File: config.mk
export PLATFORM = sky130hd
export DESIGN_NAME = layer_address_sequencer_flat
export DESIGN_NICKNAME = d
export VERILOG_FILES = /design/src/rtl/layer_address_sequencer_if.sv /design/src/rtl/layer_address_sequencer.sv /design/src/flat_wrapper.sv
export SDC_FILE = /design/constraint.sdc
export NUM_CORES = 1
export LEC_CHECK = 0
export CORE_MARGIN = 2
export CORE_UTILIZATION = 25
export CTS_BUF_LIST = sky130_fd_sc_hd__clkbuf_16
export CTS_CLUSTER_DIAMETER = 200
export DETAILED_ROUTE_END_ITERATION = 12
export SYNTH_ARGS = -nofsm -noshare
export SYNTH_HDL_FRONTEND = slang
export SYNTH_SLANG_ARGS = --single-unit
File: constraint.sdc
create_clock -name CLK -period 4.1 [get_ports CLK]
set_input_delay 0.82 -clock CLK [delete_from_list [all_inputs] [get_ports CLK]]
set_output_delay 0.82 -clock CLK [all_outputs]
set_load 0.02 [all_outputs]
File: src/rtl/layer_address_sequencer_if.sv
// Command and address-pair bus of layer_address_sequencer.
// slave = sequencer side, master = instruction decoder / neuron buffer side.
interface layer_address_sequencer_if #(
  parameter int AB       = 11,
  parameter int AL       = 7,
  parameter int NB_DEPTH = 2
);
  logic                insValid;
  logic                insReady;
  logic [1:0]          insOpcode;
  logic [2:0]          insSel;
  logic [AL-1:0]       insData;
  logic                addrValid;
  logic                addrReady;
  logic [AB-1:0]       nReadAddress;
  logic [AB-1:0]       nWriteAddress;
  logic [NB_DEPTH-1:0] bankSel;
  logic                writeEn;
  logic                busy;
  logic                done;

  modport slave (
    input  insValid, insOpcode, insSel, insData, addrReady,
    output insReady, addrValid, nReadAddress, nWriteAddress, bankSel, writeEn, busy, done
  );

  modport master (
    output insValid, insOpcode, insSel, insData, addrReady,
    input  insReady, addrValid, nReadAddress, nWriteAddress, bankSel, writeEn, busy, done
  );
endinterface

File: src/rtl/layer_address_sequencer.sv
// Self-iterating neuron-buffer address sequencer: CFG registers, CONV/POOL loop walk, bank rotation.
// Optional pooling support is built when SEQ_POOL_EN is defined.
module layer_address_sequencer #(
  parameter int AB       = 11,
  parameter int AL       = 7,
  parameter int NB_DEPTH = 2
) (
  input  logic                              CLK,
  input  logic                              RST_N,
  layer_address_sequencer_if.slave          bus
);

  localparam logic [1:0] OP_CFG  = 2'b00;
  localparam logic [1:0] OP_CONV = 2'b01;
  localparam logic [1:0] OP_POOL = 2'b10;

  typedef enum logic [1:0] {
    S_IDLE = 2'd0,
    S_CONV = 2'd1,
`ifdef SEQ_POOL_EN
    S_POOL = 2'd2,
`endif
    S_DONE = 2'd3
  } state_t;

  state_t              r_state;
  logic [AL-1:0]       r_rows;
  logic [AL-1:0]       r_cols;
  logic [AL-1:0]       r_nstep;
  logic [AL-1:0]       r_pstep;
  logic [AL-1:0]       r_r;
  logic [AL-1:0]       r_c;
  logic [AB-1:0]       r_rd_row;
  logic [AB-1:0]       r_wr_row;
  logic                r_ins_ready;
  logic                r_addr_valid;
  logic [AB-1:0]       r_rd;
  logic [AB-1:0]       r_wr;
  logic [NB_DEPTH-1:0] r_bank;
  logic                r_we;
  logic                r_busy;
  logic                r_done;

  logic                w_last_c;
  logic                w_last_r;
  logic                w_finish;
  logic                w_degen;
  logic                w_first_we;
  logic [AL-1:0]       w_nxt_c;
  logic [AL-1:0]       w_nxt_r;
  logic [AB-1:0]       w_nxt_rd;
  logic [AB-1:0]       w_nxt_wr;
  logic [AB-1:0]       w_nxt_rd_row;
  logic [AB-1:0]       w_nxt_wr_row;
  logic [NB_DEPTH-1:0] w_nxt_bank;
  logic                w_nxt_we;

`ifdef SEQ_POOL_EN
  logic [AL-1:0]       r_p;
  logic [AL-1:0]       r_pr;
  logic [AL-1:0]       r_pc;
  logic [AB-1:0]       r_rd_line;
  logic [AB-1:0]       r_col_off;
  logic [AL-1:0]       w_p_eff;
  logic                w_last_pr;
  logic                w_last_pc;
  logic [AL-1:0]       w_nxt_pr;
  logic [AL-1:0]       w_nxt_pc;
  logic [AB-1:0]       w_nxt_line;
  logic [AB-1:0]       w_nxt_col_off;
`endif

  // Next-pair step: CONV is walked as POOL with a 1x1 window; adds only
  always_comb begin
    w_last_c     = (r_c == r_cols - AL'(1));
    w_last_r     = (r_r == r_rows - AL'(1));
    w_nxt_c      = r_c;
    w_nxt_r      = r_r;
    w_nxt_rd     = r_rd;
    w_nxt_wr     = r_wr;
    w_nxt_rd_row = r_rd_row;
    w_nxt_wr_row = r_wr_row;
    w_nxt_bank   = r_bank;
    w_finish     = 1'b0;
    w_degen      = (r_rows == AL'(0)) || (r_cols == AL'(0));
`ifdef SEQ_POOL_EN
    w_p_eff       = ((r_state == S_POOL) && (r_p != AL'(0))) ? r_p : AL'(1);
    w_last_pc     = (r_pc == w_p_eff - AL'(1));
    w_last_pr     = (r_pr == w_p_eff - AL'(1));
    w_nxt_pc      = r_pc;
    w_nxt_pr      = r_pr;
    w_nxt_line    = r_rd_line;
    w_nxt_col_off = r_col_off;
    w_first_we    = (bus.insOpcode == OP_CONV) || (r_p <= AL'(1));
    if (!w_last_pc) begin
      w_nxt_pc = r_pc + AL'(1);
      w_nxt_rd = r_rd + AB'(1);
    end else if (!w_last_pr) begin
      w_nxt_pc   = AL'(0);
      w_nxt_pr   = r_pr + AL'(1);
      w_nxt_line = r_rd_line + AB'(r_nstep);
      w_nxt_rd   = r_rd_line + AB'(r_nstep) + r_col_off;
    end else if (!w_last_c) begin
      w_nxt_pc      = AL'(0);
      w_nxt_pr      = AL'(0);
      w_nxt_c       = r_c + AL'(1);
      w_nxt_col_off = r_col_off + AB'(w_p_eff);
      w_nxt_line    = r_rd_row;
      w_nxt_rd      = r_rd_row + r_col_off + AB'(w_p_eff);
      w_nxt_wr      = r_wr + AB'(1);
    end else if (!w_last_r) begin
      // The last window line of this row plus one pitch is the next row's first line
      w_nxt_pc      = AL'(0);
      w_nxt_pr      = AL'(0);
      w_nxt_c       = AL'(0);
      w_nxt_r       = r_r + AL'(1);
      w_nxt_col_off = AB'(0);
      w_nxt_line    = r_rd_line + AB'(r_nstep);
      w_nxt_rd_row  = r_rd_line + AB'(r_nstep);
      w_nxt_rd      = r_rd_line + AB'(r_nstep);
      w_nxt_wr_row  = r_wr_row + AB'(r_pstep);
      w_nxt_wr      = r_wr_row + AB'(r_pstep);
      w_nxt_bank    = r_bank + NB_DEPTH'(1);
    end else begin
      w_finish   = 1'b1;
      w_nxt_bank = r_bank + NB_DEPTH'(1);
    end
    w_nxt_we = (w_nxt_pr == w_p_eff - AL'(1)) && (w_nxt_pc == w_p_eff - AL'(1));
`else
    w_first_we = 1'b1;
    w_degen    = w_degen || (bus.insOpcode == OP_POOL);
    if (!w_last_c) begin
      w_nxt_c  = r_c + AL'(1);
      w_nxt_rd = r_rd + AB'(1);
      w_nxt_wr = r_wr + AB'(1);
    end else if (!w_last_r) begin
      w_nxt_c      = AL'(0);
      w_nxt_r      = r_r + AL'(1);
      w_nxt_rd_row = r_rd_row + AB'(r_nstep);
      w_nxt_rd     = r_rd_row + AB'(r_nstep);
      w_nxt_wr_row = r_wr_row + AB'(r_pstep);
      w_nxt_wr     = r_wr_row + AB'(r_pstep);
      w_nxt_bank   = r_bank + NB_DEPTH'(1);
    end else begin
      w_finish   = 1'b1;
      w_nxt_bank = r_bank + NB_DEPTH'(1);
    end
    w_nxt_we = 1'b1;
`endif
  end

  // Sequencer FSM with config registers, loop counters and registered outputs
  always_ff @(posedge CLK or negedge RST_N) begin
    if (!RST_N) begin
      r_state      <= S_IDLE;
      r_rows       <= AL'(0);
      r_cols       <= AL'(0);
      r_nstep      <= AL'(0);
      r_pstep      <= AL'(0);
      r_r          <= AL'(0);
      r_c          <= AL'(0);
      r_rd_row     <= AB'(0);
      r_wr_row     <= AB'(0);
      r_ins_ready  <= 1'b1;
      r_addr_valid <= 1'b0;
      r_rd         <= AB'(0);
      r_wr         <= AB'(0);
      r_bank       <= NB_DEPTH'(0);
      r_we         <= 1'b0;
      r_busy       <= 1'b0;
      r_done       <= 1'b0;
`ifdef SEQ_POOL_EN
      r_p          <= AL'(1);
      r_pr         <= AL'(0);
      r_pc         <= AL'(0);
      r_rd_line    <= AB'(0);
      r_col_off    <= AB'(0);
`endif
    end else begin
      case (r_state)
        S_IDLE: begin
          if (bus.insValid) begin
            case (bus.insOpcode)
              OP_CFG: begin
                case (bus.insSel)
                  3'd0: r_rows  <= bus.insData;
                  3'd1: r_cols  <= bus.insData;
                  3'd2: r_nstep <= bus.insData;
                  3'd3: r_pstep <= bus.insData;
`ifdef SEQ_POOL_EN
                  3'd4: r_p     <= bus.insData;
`endif
                  default: r_rows <= r_rows;
                endcase
              end
              OP_CONV, OP_POOL: begin
                r_r         <= AL'(0);
                r_c         <= AL'(0);
                r_rd_row    <= AB'(0);
                r_wr_row    <= AB'(0);
                r_rd        <= AB'(0);
                r_wr        <= AB'(0);
                r_bank      <= NB_DEPTH'(0);
                r_busy      <= 1'b1;
                r_ins_ready <= 1'b0;
`ifdef SEQ_POOL_EN
                r_pr        <= AL'(0);
                r_pc        <= AL'(0);
                r_rd_line   <= AB'(0);
                r_col_off   <= AB'(0);
`endif
                if (w_degen) begin
                  r_state <= S_DONE;
                  r_done  <= 1'b1;
                end else begin
`ifdef SEQ_POOL_EN
                  r_state <= (bus.insOpcode == OP_POOL) ? S_POOL : S_CONV;
`else
                  r_state <= S_CONV;
`endif
                  r_addr_valid <= 1'b1;
                  r_we         <= w_first_we;
                end
              end
              default: r_state <= S_IDLE;
            endcase
          end else begin
            r_state <= S_IDLE;
          end
        end
`ifdef SEQ_POOL_EN
        S_CONV, S_POOL: begin
`else
        S_CONV: begin
`endif
          if (bus.addrReady) begin
            r_c      <= w_nxt_c;
            r_r      <= w_nxt_r;
            r_rd_row <= w_nxt_rd_row;
            r_wr_row <= w_nxt_wr_row;
            r_bank   <= w_nxt_bank;
`ifdef SEQ_POOL_EN
            r_pr      <= w_nxt_pr;
            r_pc      <= w_nxt_pc;
            r_rd_line <= w_nxt_line;
            r_col_off <= w_nxt_col_off;
`endif
            if (w_finish) begin
              r_addr_valid <= 1'b0;
              r_we         <= 1'b0;
              r_done       <= 1'b1;
              r_state      <= S_DONE;
            end else begin
              r_rd <= w_nxt_rd;
              r_wr <= w_nxt_wr;
              r_we <= w_nxt_we;
            end
          end else begin
            r_state <= r_state;
          end
        end
        S_DONE: begin
          r_done      <= 1'b0;
          r_busy      <= 1'b0;
          r_ins_ready <= 1'b1;
          r_state     <= S_IDLE;
        end
        default: r_state <= S_IDLE;
      endcase
    end
  end

  assign bus.insReady      = r_ins_ready;
  assign bus.addrValid     = r_addr_valid;
  assign bus.nReadAddress  = r_rd;
  assign bus.nWriteAddress = r_wr;
  assign bus.bankSel       = r_bank;
  assign bus.writeEn       = r_we;
  assign bus.busy          = r_busy;
  assign bus.done          = r_done;

endmodule

File: src/flat_wrapper.sv
// flat-port wrapper written by rule: the top's interface ports become plain ports
module layer_address_sequencer_flat 
#(
  parameter int AB       = 11,
  parameter int AL       = 7,
  parameter int NB_DEPTH = 2
)
  (CLK, RST_N, bus_insValid, bus_insOpcode, bus_insSel, bus_insData, bus_addrReady, bus_insReady, bus_addrValid, bus_nReadAddress, bus_nWriteAddress, bus_bankSel, bus_writeEn, bus_busy, bus_done);
  layer_address_sequencer_if #(.AB(AB), .AL(AL), .NB_DEPTH(NB_DEPTH)) bus_i ();
  input  logic CLK;
  input  logic RST_N;
  input wire logic [$bits(bus_i.insValid)-1:0] bus_insValid;
  input wire logic [$bits(bus_i.insOpcode)-1:0] bus_insOpcode;
  input wire logic [$bits(bus_i.insSel)-1:0] bus_insSel;
  input wire logic [$bits(bus_i.insData)-1:0] bus_insData;
  input wire logic [$bits(bus_i.addrReady)-1:0] bus_addrReady;
  output wire logic [$bits(bus_i.insReady)-1:0] bus_insReady;
  output wire logic [$bits(bus_i.addrValid)-1:0] bus_addrValid;
  output wire logic [$bits(bus_i.nReadAddress)-1:0] bus_nReadAddress;
  output wire logic [$bits(bus_i.nWriteAddress)-1:0] bus_nWriteAddress;
  output wire logic [$bits(bus_i.bankSel)-1:0] bus_bankSel;
  output wire logic [$bits(bus_i.writeEn)-1:0] bus_writeEn;
  output wire logic [$bits(bus_i.busy)-1:0] bus_busy;
  output wire logic [$bits(bus_i.done)-1:0] bus_done;
  assign bus_i.insValid = bus_insValid;
  assign bus_i.insOpcode = bus_insOpcode;
  assign bus_i.insSel = bus_insSel;
  assign bus_i.insData = bus_insData;
  assign bus_i.addrReady = bus_addrReady;
  assign bus_insReady = bus_i.insReady;
  assign bus_addrValid = bus_i.addrValid;
  assign bus_nReadAddress = bus_i.nReadAddress;
  assign bus_nWriteAddress = bus_i.nWriteAddress;
  assign bus_bankSel = bus_i.bankSel;
  assign bus_writeEn = bus_i.writeEn;
  assign bus_busy = bus_i.busy;
  assign bus_done = bus_i.done;
  layer_address_sequencer #(.AB(AB), .AL(AL), .NB_DEPTH(NB_DEPTH)) u_core (.CLK(CLK), .RST_N(RST_N), .bus(bus_i));
endmodule
==> flow_summary.toml <==
[floorplan]
die_area_sq_um = 23900
core_area_sq_um = 22400
die_h_microns = 155
initial_core_util_pct = 25.3
fp.dieW_microns = 155
ioPinCount = 45
rows = 55

[synth]
syn_nets = 634
synth_area_sq_um = 5680
async_flop_share_pct = 100
syn_area_per_cell_sq_um = 9.59
synth_edf_count = 0
synth_cells = 592
synth_ff_type = "dfrtp_1"
ys_seq_area_share_pct = 41.9
synth.distinct_cells = 63
yosys_warnings = 0
ys_ff_latch = 95

[detailed_routing]
wl_per_cell_microns = 16.6
drc = 0
num_vias = 4648
drt_iter0_markers = 332
routed_wl_mm = 15.3
viasPerCell = 5.03
drt_pre_antenna_iters = 6
ant_nets = 0

[worst_setup_path]
path_class = "reg -> reg"
crit_start = "u_core.r_cols[2]"
crit_family = "simple AND/OR/NAND/NOR gates"
cp.arrival_ns = 3.66
crit_path_end_kind = "flop"
r2r_setup_slack_ns = 0.67
reg2reg_depth = 7
worstReg2RegEnd = "u_core.bus.nReadAddress[7]"
cp_slowest_cell = "a21o_1"
critPathRequiredTime_ns = 4.33
path_cells = "or4_4 -> or3_1 -> a222oi_1 -> and2_1 -> a21o_1 -> o21ai_0 -> o311ai_0"
crit_path_max_incr_delay_ns = 0.64
cp.depth = 7
critPathLaunchType = "flop"
regToRegStartpoint = "u_core.r_cols[2]"
cp_num_buf_inv = 0
worst-path-max-fanout = 20

[timing]
setup_viol = 0
slew_headroom_pct = 51.1
fin_setup_tns_ns = 0
hold_viol_final = 0
rsz0062_at_grt = "false"
fin_crit_ns = 3.43
period_share_pct = 83.7
fin_skew_ns = 0.00892
max_freq_mhz = 292
slew_viol_final = 0
worst_pin_slew_ns = 0.734

[place]
placed_cells = 910
gp_congestion = 0.775
port_buffers = 44
dp_hpwl_mm = 11.1

[clock_network]
clk_pin_slew_ns = 0.06
insertion_delay_ns = 0.34
root_buffer = "clkbuf_16"
cts_resized = 0
cts_buffers = 9
cts_tree = "yes"
postCtsSetupBuffers = 0
htreeDepth = 3
clock_sinks = 95
holdBufCountCts = 0
clock_path_buffers = 2

[power]
leakage_nw = 2.89
power.density_nw_per_um2 = 535
max-vdd-ir-drop_mv = 0.235
power_mw = 3.60

[finish]
seq_area_sq_um = 2380
multi_input_area_sq_um = 3080
final.fill_count = 2337
fin_util_pct = 30.0
syn_to_final_growth_pct = 18.4
stdcell_count = 924
nNetsFinal = 678
drive_above_1_share_pct = 9.86
antenna_cells = 0

[global_route]
antenna_found_initial = 0
grt_max_degree = 46
grt_pass1_vias = 4532
grt_pass1_wl_mm = 25.0
overflow = 0
grt_use_total_pct = 13.2

[job]
drv_cap = 0

[outcome]
status = "complete, no violations"

[worst_hold_path]
hold_class = "in -> async"
[per-layer routing]
layer  up-vias  global-route usage (%)  share of wire (%)
met5         -                       0                  0
met4         0                    3.04               0.85
met3        12                    1.74                2.3
met2        57                    22.4                 50
met1      2292                    17.9                 47
li1       2287                       -                  -
[where the power goes]
group,internal [mW],switching [mW]
clock network,0.462,0.357
registers,1.15,0.260
logic,0.604,0.770
total,2.21,1.39
[layout by cell type, fill, tap and decap left out, types with 3 or more instances in the layout]
master	n
a211oi_1	5
a21o_1	6
a21oi_1	30
a22o_1	21
a31oi_1	8
and2_1	3
and3_1	16
buf_4	16
clkbuf_16	9
clkdlybuf4s50_1	43
dfrtp_1	94
ha_1	24
inv_1	23
mux2_2	23
mux2i_1	3
nand2_1	44
nand2b_1	3
nand3_1	24
nand4_1	3
nand4b_1	3
nor2_1	38
nor2b_1	5
nor3_1	10
nor3b_1	11
nor4_1	6
o211ai_1	5
o21a_1	9
o21ai_0	47
o22ai_1	4
o2bb2ai_1	7
o311ai_0	3
o31ai_1	13
or2_2	5
or3_1	7
or4_1	3
xnor2_1	19
xor2_1	9
[cell families after synthesis]
kind of cell	share of synthesized area, %
AOI/OAI and AO/OA	21.1
buffers and inverters	3.92
muxes	5.09
and+or+nand+nor	17.6
DFF	41.9
adders and majority gates	6.00
xor gates and xnor gates	4.32
[registers in the layout, summed over array words and instances (netlist names), 2 cells and up]
name and cells:
u_core.bus.bankSel 2, u_core.bus.nReadAddress 11, u_core.bus.nWriteAddress 11, u_core.r_c 7, u_core.r_cols 7, u_core.r_nstep 7, u_core.r_pstep 7, u_core.r_r 7
u_core.r_rd_row 11, u_core.r_rows 7, u_core.r_state 2, u_core.r_wr_row 11
[cell usage after synthesis (all sizes together) (2+ instances only)]
| master | n | area (sq um) |
|---|---|---|
| a211oi | 5 | 37.5 |
| a21o | 6 | 45.0 |
| a21oi | 30 | 150 |
| a222oi | 2 | 20.0 |
| a22o | 21 | 184 |
| a22oi | 2 | 15.0 |
| a31oi | 8 | 50.1 |
| a32o | 2 | 20.0 |
| a41o | 2 | 20.0 |
| and2 | 3 | 18.8 |
| and3 | 16 | 100 |
| buf | 10 | 76.3 |
| clkbuf | 16 | 60.1 |
| dfrtp | 94 | 2350 |
| fa | 2 | 40.0 |
| ha | 24 | 300 |
| inv | 23 | 86.3 |
| mux2 | 23 | 259 |
| mux2i | 3 | 30.0 |
| nand2 | 44 | 165 |
| nand2b | 3 | 18.8 |
| nand3 | 24 | 120 |
| nand3b | 2 | 15.0 |
| nand4 | 3 | 18.8 |
| nand4b | 3 | 26.3 |
| nor2 | 39 | 149 |
| nor2b | 5 | 31.3 |
| nor3 | 10 | 50.1 |
| nor3b | 11 | 82.6 |
| nor4 | 8 | 71.3 |
| o2111ai | 2 | 17.5 |
| o211ai | 5 | 37.5 |
| o21a | 9 | 67.6 |
| o21ai | 47 | 235 |
| o22ai | 4 | 25.0 |
| o2bb2ai | 7 | 61.3 |
| o311ai | 3 | 26.3 |
| o31ai | 13 | 97.6 |
| or2 | 6 | 37.5 |
| or3 | 7 | 43.8 |
| or4 | 4 | 33.8 |
| xnor2 | 19 | 166 |
| xor2 | 9 | 78.8 |
[through the flow]
step | worst slack [ns] | hold WS (ns) | cell area, sq um
3_5_place_dp | 0.573 | 0.472 | 6450
3_3_place_gp | 0.679 | 0.467 | 6450
6_report | 0.670 | 0.486 | 6720
5_1_grt | 0.454 | 0.513 | 6720
4_1_cts | 0.681 | 0.487 | 6720
2_1_floorplan | 1.37 | 0.456 | 5680
[final cells by class]
class | count | share of cell area, %
multi-input cells | 448 | 45.7
clock inverters | 5 | 0.763
inverters | 23 | 1.28
clock buffers | 9 | 3.35
repair buffers | 59 | 8.19
well taps | 285 | 5.30
flip-flops and latches | 95 | 35.4
[worst max path at each step]
stage,end,slack [ns]
floorplan,u_core.r_rows[2],1.37
global placement,u_core.r_c[6],0.68
detailed placement,u_core.r_c[6],0.57
CTS,u_core.bus.nReadAddress[7],0.68
global route,u_core.bus.nWriteAddress[9],0.45
finish,u_core.bus.nReadAddress[7],0.67
Power figures use the tool's default switching activity.
